File: src/rtl/lbist_misr.sv
// rtl/lbist_misr.sv - LBIST response compactor: MISR over NPAT CUT beats with golden compare
//
// Folds each accepted CUT response vector into a Galois-form multiple-input
// signature register. A session runs from start until NPAT beats are taken.
// At that point done asserts, and pass reports whether the signature matches golden.
//
// Ports:
//   clk        rising-edge clock
//   rst        synchronous active-high reset
//   start      begin a session (honoured in IDLE or DONE)
//   abort      end the session immediately, back to IDLE (wins over start)
//   resp_valid resp carries a CUT response this cycle
//   resp       CUT output vector (WIDTH bits)
//   golden     expected signature, held stable while done=1
//   busy       high while a session is running
//   done       high once NPAT beats have been folded in
//   pass       done && signature == golden
//   signature  current MISR contents
//   beat_cnt   responses accepted this session (saturates at NPAT)

module lbist_misr #(
  parameter int               WIDTH = 2,
  parameter int               SIG_W = 16,
  parameter logic [SIG_W-1:0] POLY  = 16'h1021,
  parameter logic [SIG_W-1:0] SEED  = 16'h0000,
  parameter int               NPAT  = 32,
  localparam int              CW    = $clog2(NPAT + 1)
) (
  input  logic             clk,
  input  logic             rst,
  input  logic             start,
  input  logic             abort,
  input  logic             resp_valid,
  input  logic [WIDTH-1:0] resp,
  input  logic [SIG_W-1:0] golden,
  output logic             busy,
  output logic             done,
  output logic             pass,
  output logic [SIG_W-1:0] signature,
  output logic [CW-1:0]    beat_cnt
);

  typedef enum logic [1:0] {
    ST_IDLE = 2'd0,
    ST_RUN  = 2'd1,
    ST_DONE = 2'd2
  } state_t;

  localparam logic [CW-1:0] LAST_BEAT = CW'(NPAT - 1);
  localparam logic [CW-1:0] ALL_BEATS = CW'(NPAT);

  state_t           state;
  logic [SIG_W-1:0] sig_next;
  logic [SIG_W-1:0] feedback;

  // The shifted-out MSB is not kept; it only decides whether the taps fold in.
  always_comb begin
    feedback = '0;
    if (signature[SIG_W-1]) begin
      feedback = POLY;
    end
    sig_next = {signature[SIG_W-2:0], 1'b0} ^ feedback
             ^ {{(SIG_W - WIDTH){1'b0}}, resp};
  end

  always_ff @(posedge clk) begin
    if (rst) begin
      state     <= ST_IDLE;
      signature <= SEED;
      beat_cnt  <= '0;
      busy      <= 1'b0;
      done      <= 1'b0;
    end else begin
      case (state)
        ST_IDLE: begin
          if (start && !abort) begin
            state     <= ST_RUN;
            busy      <= 1'b1;
            signature <= SEED;
            beat_cnt  <= '0;
          end
        end
        ST_RUN: begin
          // Abort leaves signature and count as they were for debug visibility.
          if (abort) begin
            state <= ST_IDLE;
            busy  <= 1'b0;
          end else if (resp_valid) begin
            signature <= sig_next;
            if (beat_cnt == LAST_BEAT) begin
              state    <= ST_DONE;
              busy     <= 1'b0;
              done     <= 1'b1;
              beat_cnt <= ALL_BEATS;
            end else begin
              beat_cnt <= beat_cnt + CW'(1);
            end
          end
        end
        ST_DONE: begin
          if (abort) begin
            state <= ST_IDLE;
            done  <= 1'b0;
          end else if (start) begin
            state     <= ST_RUN;
            busy      <= 1'b1;
            done      <= 1'b0;
            signature <= SEED;
            beat_cnt  <= '0;
          end
        end
        default: begin
          state <= ST_IDLE;
          busy  <= 1'b0;
          done  <= 1'b0;
        end
      endcase
    end
  end

  assign pass = done && (signature == golden);

endmodule

File: config.mk
export PLATFORM = sky130hd
export DESIGN_NAME = lbist_misr
export DESIGN_NICKNAME = d
export VERILOG_FILES = /design/src/rtl/lbist_misr.sv
export SDC_FILE = /design/constraint.sdc
export NUM_CORES = 1
export LEC_CHECK = 0
export CELL_PAD_IN_SITES_DETAIL_PLACEMENT = 1
export CELL_PAD_IN_SITES_GLOBAL_PLACEMENT = 1
export CORE_MARGIN = 8
export CORE_UTILIZATION = 32
export CTS_CLUSTER_SIZE = 30
export DETAILED_ROUTE_END_ITERATION = 7
export GPL_ROUTABILITY_DRIVEN = 0
export GPL_TIMING_DRIVEN = 0
export PLACE_DENSITY = 0.84
export SLEW_MARGIN = 20
export SYNTH_ARGS = -nofsm -noshare
export SYNTH_HDL_FRONTEND = slang
export SYNTH_SLANG_ARGS = --single-unit
File: constraint.sdc
create_clock -name clk -period 1.4 [get_ports clk]
set_input_delay 0.14 -clock clk [delete_from_list [all_inputs] [get_ports clk]]
set_output_delay 0.14 -clock clk [all_outputs]
set_load 0.01 [all_outputs]
Word level (Yosys, flattened, before mapping)
Cells that the tools add are included.
{"block": "totals", "ff_bits": 26, "input_bits": 23, "output_inout_bits": 25, "elab_cells": 65}
{"block": "op_classes", "addsub": 1, "n_eq_ne": 13, "mux": 34, "n_bitwise": 3, "n_reduce_logical": 9}
{"operator": "$mux W16", "n": 5}
{"operator": "$pmux W16 S3", "n": 1}
{"operator": "$mux W6", "n": 6}
{"operator": "$pmux W6 S3", "n": 1}
{"operator": "$eq A16 B16 Y1", "n": 1}
{"operator": "$xor A16 B16 Y16", "n": 1}
{"operator": "$xor A16 B2 Y16", "n": 1}
{"operator": "$mux W13", "n": 1}
{"operator": "$mux W2", "n": 6}
{"operator": "$ne A2 B2 Y1 const B", "n": 6}
{"operator": "$mux W1", "n": 11}
{"operator": "$reduce_and A5 Y1", "n": 2}
{"operator": "$ne A3 B3 Y1 const B", "n": 3}
{"operator": "$add A6 B1 Y6 const B", "n": 1}
{"operator": "$eq A6 B5 Y1 const B", "n": 1}
{"operator": "$pmux W1 S3", "n": 2}
{"operator": "$pmux W2 S3", "n": 1}
{"operator": "$reduce_and A6 Y1", "n": 1}
{"operator": "$reduce_and A4 Y1", "n": 1}
{"operator": "$reduce_bool A3 Y1", "n": 1}
{"operator": "$eq A2 B1 Y1 const B", "n": 1}
{"operator": "$eq A2 B2 Y1 const B", "n": 1}
{"operator": "$logic_and A1 B1 Y1", "n": 2}
{"operator": "$logic_not A2 Y1", "n": 1}
{"operator": "other kinds (2)", "n": 2}

Logic depth before layout (Yosys ltp)
{"block": "depth", "word_depth": 6, "depth_mapped": 6}

Worst setup path after synthesis
OpenSTA, ideal clock, no wires.
{"block": "synth_timing", "path_type": "reg-to-output", "start": "reg signature[15]", "end": "out pass", "arrival_ns": 1.298, "t_required_ns": 1.260, "slack_ns": -0.038, "stages_incl_launch_ff": 5, "n_path_buf": 1, "cell_sequence": "dfxtp_1 -> clkbuf_1 -> xnor2_1 -> nand4_1 -> nor4_1"}
{"block": "synth_between", "elab_chain_cells": 2}
{"item": "start: declaration", "line": "39", "source": "output logic [SIG_W-1:0] signature,"}
{"item": "start signal: assignment", "line": "89", "source": "signature <= sig_next;"}
{"item": "$eq A16 B16 Y1", "line": "121", "source": "assign pass = done && (signature == golden);"}
{"item": "$logic_and A1 B1 Y1", "line": "121"}
{"item": "end: declaration", "line": "38", "source": "output logic pass,"}
No other way between the ends.

Final worst setup path
{"block": "layout_timing", "start": "reg signature[7]", "end": "out pass"}
Same word-level chain as after synthesis.

==> flow_summary.ini <==
[status]
status = finished, violations left
violations = setup timing

[timing]
layout_min_cycle_time_ns = 1.74
final-max-slew-violation-count = 0
setup_viol = 6
tightest_slew_ns = 0.475
finalHoldViolations = 0
relSlewSlack_pct = 68.3
fin_skew_ns = 0.00664
rsz0062_at_grt = yes
fin_crit_sh_pct = 125
fin_ws_ns = -0.344
max_freq_mhz = 573

[critical_path]
arrival_ns = 1.60
r2r-start = beat_cnt[0]$_SDFFE_PP0P_
startpoint_type = register
crit_path_start = signature[7]$_SDFFE_PP0P_
criticalPathCategory = register to primary output
required_ns = 1.26
path_max_fanout = 2
critPathCaptureType = primary output

[placed_design]
place_ws_ns = -0.780
dp_cells = 238
hpwl_um = 3300
io_buffers = 45
place_area_um2 = 1810

[clock_tree]
cts_tree = yes
clock_tree.root_cell = clkbuf_8
clkLatencyLatePin_ns = 0.27
clk_pin_slew_ns = 0.09
hold_buffers = 0
cts_buffer_depth = 2
cts.sinks = 26
htreeDepth = 1
numCtsBuffers = 3

[synth]
yosysWarnings = 0
synth_ff_type = dfxtp_1
ys_ff_latch = 26
syn_inst = 143
synth_area_leaders = dfxtp_1 40%, a22oi_1 9.9%, xnor2_1 8.1%
yosysTopAreaCellShare_pct = 40.3
synth_edf_count = 0
syn_area_um2 = 1290
yosys.area.top_type = dfxtp_1
yosysMostFrequentCell = dfxtp_1
ys_types = 36
postSynth.asyncResetShare_pct = 0
synth.avg_cell_area_um2 = 9.04
synth_common_cells = 26 x dfxtp_1, 20 x nor2_1, 17 x a22oi_1
synth_fp_nets = 167
ys_seq_area_share_pct = 40.3

[drt]
drcViolationCount = 0
ant_nets = 0
vias = 1371
drt_wl_total_um = 5020
via_per_inst = 5.36
detail_route.iter0.violations = 56
dr.pass1.iters = 4
wl_per_cell_um = 19.6

[global_route]
grt_first_pass_wirelength_um = 7160
grt.total_usage_pct = 14.3
grt_remaining_overflow = 0
grt_pass1_vias = 1470
grtUsageMet2_pct = 24.6
antenna_found_initial = 0
grt_most_used_layer = met2
met1_usage_pct = 15.5
grt_max_degree = 14
use_met3_pct = 4.50

[layout]
fin_util_pct = 55.2
n_antenna_cell = 0
drive_gt1_share_pct = 34.5
nNetsFinal = 232
syn_to_final_growth_pct = 68.2
final_cells = 256
stdcell_area_um2 = 2170

[die]
fp.dieArea_um2 = 6330
pin_count = 48
die_y_um = 79.6
die-width_um = 79.6
fp-row-count = 23
core-area_um2 = 3940
initial_core_util_pct = 32.8

[power_and_ir_drop]
ir_worst_vdd_mv = 0.318
p_leak_nw = 0.898
power.density_nw_per_um2 = 642

[min_path]
min_from = abort
hp-class = input pin to register

[flow_run]
maxCapViolCount = 0
power by group:
group	internal, mW	switching (mW)
combinational	0.124	0.0975
clock	0.193	0.239
sequential	0.738	0.00383
stage by stage:
stage / total power, mW / setup TNS, ns / hold slack (ns)
finish: 1.40 / -0.581 / 0.0596
global route: 1.45 / -1.07 / 0.0671
CTS: 1.36 / -0.355 / 0.0647
detailed placement: 0.937 / -7.54 / 0.354
global placement: 0.930 / -5.56 / 0.343
floorplan: 0.844 / -0.0361 / 0.233
layout make-up:
type,count,area [um^2]
Timing Repair Buffer,60,586
Inverter,2,7.51
Multi-Input combinational cell,105,835
Sequential cell,26,553
Buffer,10,90.1
Fill cell,440,1770
Tap cell,50,62.6
Clock buffer,3,41.3
critical path, cell delays in order, from the launching register on:
cell     delay (ns)
dfxtp_4        0.36
xor2_1         0.14
nor4_1         0.32
nand4_1        0.15
nor4_2         0.18
buf_2          0.18
cells in the final DEF, fill, tap and decap left out, types with 3 or more instances in the layout:
cell / netlist / layout
buf_4: 2 / 13
nand2_1: 8 / 8
a22oi_2: 0 / 10
dfxtp_2: 0 / 17
dfxtp_4: 0 / 3
clkdlybuf4s50_1: 0 / 31
a31oi_1: 3 / 3
a22oi_1: 17 / 7
dlymetal6s2s_1: 0 / 5
xnor2_1: 12 / 12
dlygate4sd2_1: 0 / 8
nand4_1: 6 / 6
buf_6: 1 / 7
clkbuf_8: 0 / 3
dfxtp_1: 26 / 6
xor2_1: 10 / 10
nor2_1: 20 / 19
sequential cells by signal, indices dropped and copies added, names as in the netlist:
register,flops
beat_cnt,6
busy,1
done,1
signature,16
state,2
what timing repair did:
item                       4_1_cts  5_1_grt
gates resized for setup         48       33
setup endpoints to repair       40       33
setup buffers                    6        7
pin swaps                       14       15
gates cloned                     1        1
worst paths after layout:
check / end / slack, ns / cells after the start
setup reg to reg: done$_SDFFE_PP0P_ / -0.09 / 6
hold reg to reg: beat_cnt[0]$_SDFFE_PP0P_ / 0.52 / 2
hold / removal: state[0]$_SDFFE_PP0P_ / 0.06 / 2
setup / recovery: pass / -0.34 / 5
layer usage:
layer,share of wire [%],vias to the layer above
met3,6.2,14
met2,51,49
met5,0,-
li1,-,646
met4,2.8,0
met1,40,662
logic make-up (layout without fill, tap and decap cells):
logic type                 count (synthesis)  after routing  share of synthesized area, %
and+or+nand+nor                           48             48                          19.3
AOI/OAI and AO/OA                         34             34                          19.7
DFF                                       26             26                          40.3
xor gates and xnor gates                  22             22                          14.9
buffers and inverters                     12             75                          4.94
adders and majority gates                  1              1                         0.968
Power figures use the tool's default switching activity.
